## src/rtl/vram_write_scheduler_if.sv

```systemverilog
// rtl/vram_write_scheduler_if.sv - CPU-side write/flush bus of the VRAM write scheduler
interface vram_write_scheduler_if #(
    parameter int DEPTH = 16
);
    localparam int LW = $clog2(DEPTH) + 1;

    logic          cpu_valid;
    logic          cpu_ready;
    logic          cpu_sel;
    logic [13:0]   cpu_addr;
    logic [31:0]   cpu_data;
    logic          cpu_flush;
    logic          flush_done;
    logic [LW-1:0] fifo_level;

    modport master (
        output cpu_valid, cpu_sel, cpu_addr, cpu_data, cpu_flush,
        input  cpu_ready, flush_done, fifo_level
    );

    modport slave (
        input  cpu_valid, cpu_sel, cpu_addr, cpu_data, cpu_flush,
        output cpu_ready, flush_done, fifo_level
    );
endinterface

```

## src/rtl/vram_write_scheduler.sv

```systemverilog
// rtl/vram_write_scheduler.sv - buffers CPU VRAM8/VRAM32 writes and commits them in blanking slots
// Optional: define VRAM_VBLANK_ONLY_EN to commit only during vertical blanking.
module vram_write_scheduler #(
    parameter int DEPTH     = 16,
    parameter int VSTART    = 86,
    parameter int VLINES    = 400,
    parameter int WIN_START = 4,
    parameter int WIN_END   = 124
) (
    input  logic                    clkPixel,
    input  logic                    reset,
    input  logic [11:0]             h_count,
    input  logic [11:0]             v_count,
    vram_write_scheduler_if.slave   cpu,
    input  logic [13:0]             render_vram8_addr,
    input  logic [10:0]             render_vram32_addr,
    output logic [13:0]             vram8_addr,
    output logic [7:0]              vram8_d,
    output logic                    vram8_we,
    output logic [10:0]             vram32_addr,
    output logic [31:0]             vram32_d,
    output logic                    vram32_we
);
    localparam int AW = $clog2(DEPTH);
    localparam int LW = AW + 1;
    localparam logic [11:0] V_FIRST = 12'(VSTART - 1);
    localparam logic [11:0] V_END   = 12'(VSTART - 1 + VLINES);
    localparam logic [11:0] H_OPEN  = 12'(WIN_START);
`ifndef VRAM_VBLANK_ONLY_EN
    localparam logic [11:0] H_CLOSE = 12'(WIN_END);
`endif

    typedef struct packed {
        logic        sel;
        logic [13:0] addr;
        logic [31:0] data;
    } entry_t;

    typedef enum logic {IDLE, DRAIN} state_t;

    entry_t        mem [DEPTH];
    entry_t        head;
    logic [AW:0]   wr_ptr;
    logic [AW:0]   rd_ptr;
    logic [LW-1:0] level;
    logic          full;
    logic          empty;
    logic          push;
    logic          commit;
    logic          done;
    logic          flush_pending;
    logic          vblank;
    logic          slot;
    state_t        state_q;
    state_t        state_d;

    // Extra pointer bit separates full (MSBs differ) from empty (all equal).
    assign level = wr_ptr - rd_ptr;
    assign empty = (wr_ptr == rd_ptr);
    assign full  = (wr_ptr[AW] != rd_ptr[AW]) && (wr_ptr[AW-1:0] == rd_ptr[AW-1:0]);
    assign push  = cpu.cpu_valid && !full;
    assign head  = mem[rd_ptr[AW-1:0]];

    assign cpu.cpu_ready  = !full;
    assign cpu.fifo_level = level;
    assign cpu.flush_done = done;

    always_comb begin
        vblank = (v_count < V_FIRST) || (v_count >= V_END);
`ifdef VRAM_VBLANK_ONLY_EN
        slot = vblank && (h_count >= H_OPEN);
`else
        slot = vblank ? (h_count >= H_OPEN)
                      : ((h_count >= H_OPEN) && (h_count < H_CLOSE));
`endif
    end

    // Entering DRAIN commits in the same cycle, so a push in cycle N can land in N+1.
    always_comb begin
        state_d = state_q;
        commit  = 1'b0;
        case (state_q)
            IDLE: begin
                if (slot && !empty) begin
                    commit  = 1'b1;
                    state_d = DRAIN;
                end
            end
            DRAIN: begin
                if (slot && !empty) begin
                    commit = 1'b1;
                end else begin
                    state_d = IDLE;
                end
            end
            default: state_d = IDLE;
        endcase
        if (commit && (level == LW'(1)) && !push) begin
            state_d = IDLE;
        end
        if (reset) begin
            commit  = 1'b0;
            state_d = IDLE;
        end
    end

    always_comb begin
        vram8_addr  = render_vram8_addr;
        vram32_addr = render_vram32_addr;
        vram8_we    = 1'b0;
        vram32_we   = 1'b0;
        vram8_d     = '0;
        vram32_d    = '0;
        if (commit) begin
            if (head.sel) begin
                vram32_we   = 1'b1;
                vram32_addr = head.addr[10:0];
                vram32_d    = head.data;
            end else begin
                vram8_we   = 1'b1;
                vram8_addr = head.addr;
                vram8_d    = head.data[7:0];
            end
        end
    end

    // A push in the same cycle means the FIFO is not really drained yet.
    assign done = flush_pending && empty && !push && !reset;

    always_ff @(posedge clkPixel) begin
        if (reset) begin
            wr_ptr        <= '0;
            rd_ptr        <= '0;
            state_q       <= IDLE;
            flush_pending <= 1'b0;
        end else begin
            if (push) begin
                wr_ptr <= wr_ptr + 1'b1;
            end
            if (commit) begin
                rd_ptr <= rd_ptr + 1'b1;
            end
            state_q       <= state_d;
            flush_pending <= (flush_pending || cpu.cpu_flush) && !done;
        end
    end

    always_ff @(posedge clkPixel) begin
        if (push && !reset) begin
            mem[wr_ptr[AW-1:0]] <= '{sel: cpu.cpu_sel, addr: cpu.cpu_addr, data: cpu.cpu_data};
        end
    end

    assert property (@(posedge clkPixel) disable iff (reset) !(vram8_we && vram32_we));
    assert property (@(posedge clkPixel) disable iff (reset) !(push && full));
endmodule

```

## src/flat_wrapper.sv

```systemverilog
// flat-port wrapper written by rule: the top's interface ports become plain ports
module vram_write_scheduler_flat 
#(
    parameter int DEPTH     = 16,
    parameter int VSTART    = 86,
    parameter int VLINES    = 400,
    parameter int WIN_START = 4,
    parameter int WIN_END   = 124
)
  (clkPixel, reset, h_count, v_count, render_vram8_addr, render_vram32_addr, vram8_addr, vram8_d, vram8_we, vram32_addr, vram32_d, vram32_we, cpu_cpu_valid, cpu_cpu_sel, cpu_cpu_addr, cpu_cpu_data, cpu_cpu_flush, cpu_cpu_ready, cpu_flush_done, cpu_fifo_level);
  vram_write_scheduler_if #(.DEPTH(DEPTH)) cpu_i ();
  input  logic clkPixel;
  input  logic reset;
  input  logic [11:0] h_count;
  input  logic [11:0] v_count;
  input  logic [13:0] render_vram8_addr;
  input  logic [10:0] render_vram32_addr;
  output logic [13:0] vram8_addr;
  output logic [7:0] vram8_d;
  output logic vram8_we;
  output logic [10:0] vram32_addr;
  output logic [31:0] vram32_d;
  output logic vram32_we;
  input wire logic [$bits(cpu_i.cpu_valid)-1:0] cpu_cpu_valid;
  input wire logic [$bits(cpu_i.cpu_sel)-1:0] cpu_cpu_sel;
  input wire logic [$bits(cpu_i.cpu_addr)-1:0] cpu_cpu_addr;
  input wire logic [$bits(cpu_i.cpu_data)-1:0] cpu_cpu_data;
  input wire logic [$bits(cpu_i.cpu_flush)-1:0] cpu_cpu_flush;
  output wire logic [$bits(cpu_i.cpu_ready)-1:0] cpu_cpu_ready;
  output wire logic [$bits(cpu_i.flush_done)-1:0] cpu_flush_done;
  output wire logic [$bits(cpu_i.fifo_level)-1:0] cpu_fifo_level;
  assign cpu_i.cpu_valid = cpu_cpu_valid;
  assign cpu_i.cpu_sel = cpu_cpu_sel;
  assign cpu_i.cpu_addr = cpu_cpu_addr;
  assign cpu_i.cpu_data = cpu_cpu_data;
  assign cpu_i.cpu_flush = cpu_cpu_flush;
  assign cpu_cpu_ready = cpu_i.cpu_ready;
  assign cpu_flush_done = cpu_i.flush_done;
  assign cpu_fifo_level = cpu_i.fifo_level;
  vram_write_scheduler #(.DEPTH(DEPTH), .VSTART(VSTART), .VLINES(VLINES), .WIN_START(WIN_START), .WIN_END(WIN_END)) u_core (.clkPixel(clkPixel), .reset(reset), .h_count(h_count), .v_count(v_count), .cpu(cpu_i), .render_vram8_addr(render_vram8_addr), .render_vram32_addr(render_vram32_addr), .vram8_addr(vram8_addr), .vram8_d(vram8_d), .vram8_we(vram8_we), .vram32_addr(vram32_addr), .vram32_d(vram32_d), .vram32_we(vram32_we));
endmodule
```

## config.mk

```make
export PLATFORM = sky130hd
export DESIGN_NAME = vram_write_scheduler_flat
export DESIGN_NICKNAME = d
export VERILOG_FILES = /design/src/rtl/vram_write_scheduler_if.sv /design/src/rtl/vram_write_scheduler.sv /design/src/flat_wrapper.sv
export SDC_FILE = /design/constraint.sdc
export NUM_CORES = 1
export LEC_CHECK = 0
export BUFFER_PORTS_ARGS = -buffer_cell sky130_fd_sc_hd__buf_4
export CAP_MARGIN = 10
export CORE_ASPECT_RATIO = 1.75
export CORE_UTILIZATION = 55
export CTS_CLUSTER_DIAMETER = 120
export CTS_CLUSTER_SIZE = 8
export DETAILED_ROUTE_END_ITERATION = 6
export GPL_ROUTABILITY_DRIVEN = 0
export GPL_TIMING_DRIVEN = 1
export HOLD_SLACK_MARGIN = 0.15
export PLACE_DENSITY = 0.83
export SYNTH_ARGS = -nofsm -noshare
export SYNTH_HDL_FRONTEND = slang
export SYNTH_SLANG_ARGS = --single-unit
```

## constraint.sdc

```tcl
create_clock -name clkPixel -period 12.6 [get_ports clkPixel]
set_input_delay 1.26 -clock clkPixel [delete_from_list [all_inputs] [get_ports clkPixel]]
set_output_delay 1.26 -clock clkPixel [all_outputs]
set_load 0.05 [all_outputs]
```

# Word-level counts from Yosys, hierarchy flattened
# Memories as Yosys holds them, arrays and structs flattened. A register that Yosys moved wholly into a read port is not among the register bits.
# Index checks and enable logic that the tools add are counted.
totals:
  register_bits: 11
  mem_bits_rw: 752
  input_bits: 100
  word_cells: 49
  mem_count: 1
classes:
  addsub: 3
  magnitude_cmp: 4
  eq_ne: 3
  muxes: 19
  reduce_logical: 16
mem_list:
  columns: ["memory", "depth", "word_bits", "rd", "rd_ports_with_merged_regs", "wr", "line", "source"]
  rows:
  - ["u_core.mem", 16, 47, 1, 1, 1, "vram_write_scheduler.sv:41", "entry_t mem [DEPTH];"]
ops:
  columns: ["operator", "n"]
  rows:
  - ["32-bit 2-to-1 mux", 2]
  - ["14-bit 2-to-1 mux", 2]
  - ["12-bit by 7-bit less-than comparator with 1-bit output, second input constant", 2]
  - ["11-bit 2-to-1 mux", 2]
  - ["8-bit 2-to-1 mux", 2]
  - ["12-bit by 3-bit greater-or-equal comparator with 1-bit output, second input constant", 1]
  - ["12-bit by 9-bit greater-or-equal comparator with 1-bit output, second input constant", 1]
  - ["5-bit by 1-bit adder with 5-bit output, second input constant", 2]
  - ["1-bit logical AND", 9]
  - ["1-bit 2-to-1 mux", 9]
  - ["4-bit 2-to-1 mux", 2]
  - ["5-bit equality test", 1]
  - ["1-bit zero test", 5]
  - ["5-bit subtractor", 1]
  - ["4-bit equality test", 1]
  - ["1-bit logical OR", 2]
  - ["1-bit inequality test", 1]

# Logic depth before layout (Yosys ltp)
# Gate-level depths: netlist (run 1).
depth:
  ltp_word: 9
  ltp_mapped: 8
  depth_no_buf: 7

# Worst setup path after synthesis (run 1)
# Ideal clock, no wire load.
synth_timing:
  path_type: "input port to flip-flop"
  startpoint: "input port cpu_cpu_valid"
  endpoint: "memory u_core.mem[0][0] (netlist name), enable pin"
  setup_ps: 510
  t_arrival_ps: 5200
  setup_slack_ps: 6891
  cell_stages: 4
  path_cell_list: "a21boi_1 -> nor2b_1 -> nand2_1 -> nor3_1"
synth_between:
  elab_chain_len: 4
synth_rtl:
  columns: ["item", "line", "source"]
  rows:
  - ["start: declaration", "flat_wrapper.sv:24", "input wire logic [$bits(cpu_i.cpu_valid)-1:0] cpu_cpu_valid;"]
  - ["1-bit logical AND", "vram_write_scheduler.sv:61", "assign push = cpu.cpu_valid && !full;"]
  - ["1-bit logical AND", "vram_write_scheduler.sv:149", "if (push && !reset) begin"]
  - ["1-bit 2-to-1 mux", "vram_write_scheduler.sv:149", null]
  - ["1-bit 2-to-1 mux (implied by the code)", "vram_write_scheduler.sv:150", "mem[wr_ptr[AW-1:0]] <= '{sel: cpu.cpu_sel, addr: cpu.cpu_addr, data: cpu.cpu_data};"]
  - ["end: declaration", "vram_write_scheduler.sv:41", null]
# Every way passes these cells.

==> flow_summary.yaml, run 1 <==
synthesis:
  netlist.area_leader.share_pct: 75.91
  synthArstFlopShare_pct: 0
  yosys.area.top_type: "edfxtp_1"
  synth_common_cells: "edfxtp_1 (752), mux4_2 (220), nor2b_1 (38)"
  syn_area_um2: 29750
  yosys.cell_types.count: 42
  synth_area_leaders: "edfxtp_1 (76%), mux4_2 (17%), dfxtp_1 (1.0%)"
  synth_edf_count: 752
  avgSynthCellArea_um2: 23.20
  synth_warnings: 0
  ys_seq_area_share_pct: 76.92
  synth_nets: 1392
  yosys_register_bits: 767
  synth_ff_type: "edfxtp_1"
  syn_inst: 1282
  yosysMostFrequentCell: "edfxtp_1"
critical_path:
  worst-setup-path-type: "flip-flop to primary output"
  startpoint_type: "flip-flop"
  slowest_delay_ns: 0.85
  path_depth: 9
  cp.arrival_ns: 5.62
  cpMaxStageDelayCell: "buf_4"
  worstReg2RegEnd: "u_core.mem[14][25]$_DFFE_PP_"
  required_ns: 11.34
  worstReg2RegStart: "u_core.wr_ptr[2]$_SDFFE_PP0P_"
  crit_end: "vram32_addr[1]"
  cp_cell_sequence: "buf_4 -> buf_12 -> mux4_2 -> a22oi_1 -> nand2_1 -> o211ai_4 -> buf_4 -> mux2_2 -> buf_4"
  cpMostUsedCell: "buf_4"
  cp_max_fo: 115
  endpoint_kind: "primary output"
  critPathBufInv: 4
  rrSetupSlack_ns: 8.52
  reg2reg_depth: 7
  cp_top_family: "buffers and inverters"
die:
  die_x_um: 177.8
  initial_utilization_pct: 55.71
  row_count: 112
  io_pins: 174
  die-area_um2: 55050
  die-height_um: 309.6
  coreArea_um2: 53390
clock_network:
  cts_buffer_depth: 3
  clock_latency_ns: 0.65
  path_clk_slew_ns: 0.05
  cts_resized: 0
  cts_tree: "done"
  numClockSinks: 767
  cts_made_buffers: 105
  cts_setup_buffers: 0
  root_buffer: "clkbuf_16"
  holdBufCountCts: 0
  htreeDepth: 3
routing:
  vias_per_cell: 6.605
  vias: 14740
  wire_per_inst_um: 32.05
  antenna_left: 0
  drc_errors: 0
  first_iter_violations: 1712
  finalWirelength_um: 71510
  dr.pass1.iters: 5
power_and_ir_drop:
  p_leak_nw: 11.14
  p_clk_share_pct: 37.5
  p_comb_share_pct: 18.7
  seqPwrFrac_pct: 43.8
  p_sw_share_pct: 25.82
  power.internal_mw: 4.881
  irDropWorstVdd_mv: 0.1302
  power.density_nw_per_um2: 189.3
  power_switching_mw: 1.699
sta:
  fin_crit_ns: 6.884
  hold_viol: 0
  fin_ws_ns: 5.716
  fmax_mhz: 145.3
  skew_ns: 0.02743
  drv_slew: 0
  rsz0062_at_grt: "false"
  tns_ns: 0
  setup_viol: 0
  worst_slew_pin_slew_ns: 1.155
  slew_headroom_pct: 22.98
  period_share_pct: 54.64
placement:
  dp_slack_ns: 6.255
  dp_hpwl_um: 34430
  port-buffer-count: 171
  dp.cells: 2105
cells_and_area:
  nNetsFinal: 1638
  drive_gt1_share_pct: 37.39
  area_growth_pct: 16.85
  layout.cells.non_filler: 2231
grt:
  grt_max_degree: 116
  first_global_vias: 15810
  grt_overflow: 0
  antenna_found_initial: 5
  grt_pass1_wl_um: 103700
  track_usage_pct: 27.05
outcome:
  status: "finished, final reports clean"
run:
  maxCapViolations: 0
worst_hold_path:
  hold_path_class: "flip-flop to flip-flop"
-- registers in the layout (all words and copies together) (netlist names), named ones only --
register / cells
u_core.mem: 752
u_core.wr_ptr: 5
u_core.rd_ptr: 5
u_core.flush_pending: 1
-- per-layer routing --
layer	global-route usage, %	vias to the layer above	share of wire, %
met4	12.72	2	4.1
li1	-	5885	-
met1	32.73	7670	34
met5	0	-	0.011
met2	46.91	993	54
met3	5.000	186	8.6
-- layout make-up --
type / count / area [µm²]
sequential: 767 / 22890
fill: 3170 / 18630
multi-input combinational: 440 / 6635
clock buffer: 115 / 2665
timing repair buffer: 202 / 1529
tap: 684 / 855.8
clock inverter: 7 / 122.6
inverter: 12 / 45.04
antenna: 4 / 10.01
-- how the worst min path moves through the flow --
stage | endpoint | start | depth (start not counted) | slack, ns
2_1_floorplan | u_core.rd_ptr[4]$_SDFFE_PP0P_ | u_core.rd_ptr[4]$_SDFFE_PP0P_ | 1 | 0.45
3_3_place_gp | u_core.rd_ptr[4]$_SDFFE_PP0P_ | u_core.rd_ptr[4]$_SDFFE_PP0P_ | 1 | 0.46
3_5_place_dp | u_core.rd_ptr[4]$_SDFFE_PP0P_ | u_core.rd_ptr[4]$_SDFFE_PP0P_ | 1 | 0.48
4_1_cts | u_core.rd_ptr[4]$_SDFFE_PP0P_ | u_core.rd_ptr[4]$_SDFFE_PP0P_ | 1 | 0.49
5_1_grt | u_core.rd_ptr[4]$_SDFFE_PP0P_ | u_core.rd_ptr[4]$_SDFFE_PP0P_ | 1 | 0.51
6_report | u_core.rd_ptr[4]$_SDFFE_PP0P_ | u_core.rd_ptr[4]$_SDFFE_PP0P_ | 1 | 0.49
-- cell families after synthesis --
group / synth area share (%)
AND/OR/NAND/NOR: 2.128
XOR/XNOR: 0.2061
buffers and inverters: 1.169
AO/OA/AOI/OAI: 1.350
adder cells (fa/ha/maj): 0.4459
flip-flops: 76.92
multiplexers: 17.78
-- through the flow --
stage	hold WS, ns	util, %	area, µm²	total power [mW]
6_report	0.4911	65.10	34760	6.579
3_5_place_dp	0.4819	59.86	31960	4.159
3_3_place_gp	0.4640	59.86	31960	4.133
2_1_floorplan	0.4486	-	29750	3.842
5_1_grt	0.5121	65.10	34760	6.774
4_1_cts	0.4937	65.08	34750	6.622
-- cells in the final DEF, fill, tap and decap left out, types with 4 or more instances in the layout --
cell	synthesis	routed
nor2b_1	38	38
xor2_1	4	4
buf_4	6	201
nor2_1	23	11
a22oi_1	30	30
edfxtp_1	752	752
nand2b_1	5	5
and2_1	10	10
o21ai_0	4	4
nor2_4	0	12
nand2_1	23	23
mux2_2	21	21
dfxtp_1	15	11
clkbuf_16	0	105
inv_1	12	12
ha_1	9	9
clkbuf_1	24	10
a21oi_1	5	5
mux2i_1	4	4
nor3_2	0	4
mux4_2	220	220
diode_2	0	4
mux2_1	5	5
-- power groups by stage --
stage	Sequential (mW)	Clock, mW	Combinational [mW]
6_report	2.88	2.47	1.23
5_1_grt	2.89	2.59	1.30
4_1_cts	2.89	2.49	1.24
3_5_place_dp	2.93	0	1.23
3_3_place_gp	2.93	0	1.20
2_1_floorplan	2.89	0	0.953
Note: power is estimated with default switching activity, not from simulation.
==> run 2, diff against run 1 <==
Settings changed: PLACE_DENSITY 0.83 to 0.86.
Clock period 12.6 ns to 5.9 ns, I/O delays scaled along.
==> flow_summary.yaml, run 2 (synthesis gave the netlist of run 1 again) <==
outcome:
  status: "finished, final reports clean"
sta:
  rsz0062_at_grt: "false"
  setup_viol: 0
  worst_slew_pin_slew_ns: 1.197
  slew_headroom_pct: 19.94
  skew_ns: 0.02580
  fin_crit_ns: 4.717
  period_share_pct: 79.95
  tns_ns: 0
  hold_viol: 0
  drv_slew: 0
  fmax_mhz: 212.0
routing:
  antenna_left: 0
  vias: 14760
  dr.pass1.iters: 5
  first_iter_violations: 1722
  vias_per_cell: 6.583
  wire_per_inst_um: 32.62
  finalWirelength_um: 73130
  drc_errors: 0
worst_hold_path:
  min_path_cells: 3
  hold_path_class: "input port to flip-flop"
  worstHoldStart: "cpu_cpu_flush"
die:
  coreArea_um2: 53390
  io_pins: 174
  die-height_um: 309.6
  initial_utilization_pct: 55.71
  die-area_um2: 55050
  row_count: 112
  die_x_um: 177.8
critical_path:
  startpoint_type: "flip-flop"
  endpoint_kind: "primary output"
  cpMaxStageDelayCell: "dfxtp_4"
  cp_max_fo: 34
  cpMostUsedCell: "buf_4"
  slowest_delay_ns: 0.80
  worst-setup-path-type: "flip-flop to primary output"
  path_depth: 7
  cp_cell_sequence: "mux4_2 -> a22oi_1 -> nand2_1 -> o211ai_4 -> buf_4 -> mux2_2 -> buf_4"
  rrSetupSlack_ns: 1.96
  worstReg2RegStart: "u_core.wr_ptr[2]$_SDFFE_PP0P_"
  critPathBufInv: 2
  required_ns: 5.31
  cp_top_family: "multiplexers"
  reg2reg_depth: 7
  cp.arrival_ns: 4.13
power_and_ir_drop:
  power.density_nw_per_um2: 406.4
  irDropWorstVdd_mv: 0.3566
  p_leak_nw: 11.17
  power_switching_mw: 3.638
  seqPwrFrac_pct: 43.5
  power.internal_mw: 10.52
  fin_total_pwr_mw: 14.16
  p_clk_share_pct: 37.9
  p_sw_share_pct: 25.70
  p_comb_share_pct: 18.6
clock_network:
  numClockSinks: 767
  root_buffer: "clkbuf_16"
  path_clk_slew_ns: 0.05
  holdBufCountCts: 0
  cts_made_buffers: 105
  cts_resized: 0
  htreeDepth: 3
  cts_setup_buffers: 0
  cts_buffer_depth: 3
  clock_latency_ns: 0.65
  cts_tree: "done"
grt:
  grt_use_met1_pct: 33.05
  busiest_layer: "met2"
  grt_util_met2_pct: 47.78
  met3_usage_pct: 4.277
  grt_pass1_wl_um: 104300
  grt_overflow: 0
  track_usage_pct: 27.25
  antenna_found_initial: 3
  first_global_vias: 15670
  grt_max_degree: 117
placement:
  dp_hpwl_um: 35890
  port-buffer-count: 171
  dp.cells: 2107
  postPlaceCellArea_um2: 31970
cells_and_area:
  drive_gt1_share_pct: 37.23
  layout.cells.non_filler: 2242
  area_growth_pct: 17.08
  largest_reg_flops: 752
  fin_area_um2: 34830
  nNetsFinal: 1640
  final_cell_mix: "edfxtp_1 (752), mux4_2 (220), buf_4 (203)"
  final_common_cell: "edfxtp_1"
  final_core_util_pct: 65.23
run:
  maxCapViolations: 0
run 2: worst min-delay path, cell delays in order:
cell and delay [ns]:
buf_4 0.08, nor2_1 0.03, nor3_1 0.11
run 2: power groups by stage:
stage	sequential, mW	combinational, mW	clock, mW
after floorplan	6.17	2.04	0
after global placement	6.26	2.55	0
after detailed placement	6.27	2.61	0
after CTS	6.17	2.65	5.41
after global routing	6.17	2.77	5.60
final	6.16	2.63	5.37
run 2: routing by layer:
metal / routed length, µm / share of wire (%)
met4: 2598 / 3.6
met2: 39270 / 54
met5: 0 / 0
met3: 5558 / 7.6
met1: 25710 / 35
run 2: worst paths after layout:
kind | to
max | vram32_addr[0]
min reg2reg | u_core.rd_ptr[4]$_SDFFE_PP0P_
max reg2reg | u_core.mem[10][39]$_DFFE_PP_
min | u_core.flush_pending$_SDFF_PP0_
run 2: metrics by stage:
step                setup WS (ns)  hold slack, ns
floorplan                  0.5014          0.4486
global placement            1.873          0.4620
detailed placement          1.804          0.4736
CTS                         1.089          0.1896
global route               0.9704          0.2388
finish                      1.183          0.2284
run 2: layout make-up:
class	count	area, µm²
inverter	12	45.04
fill	3209	18560
clock inverter	4	67.56
antenna	3	7.507
multi-input combinational	440	6635
tap	684	855.8
timing repair buffer	204	1544
sequential	767	22890
clock buffer	128	2778
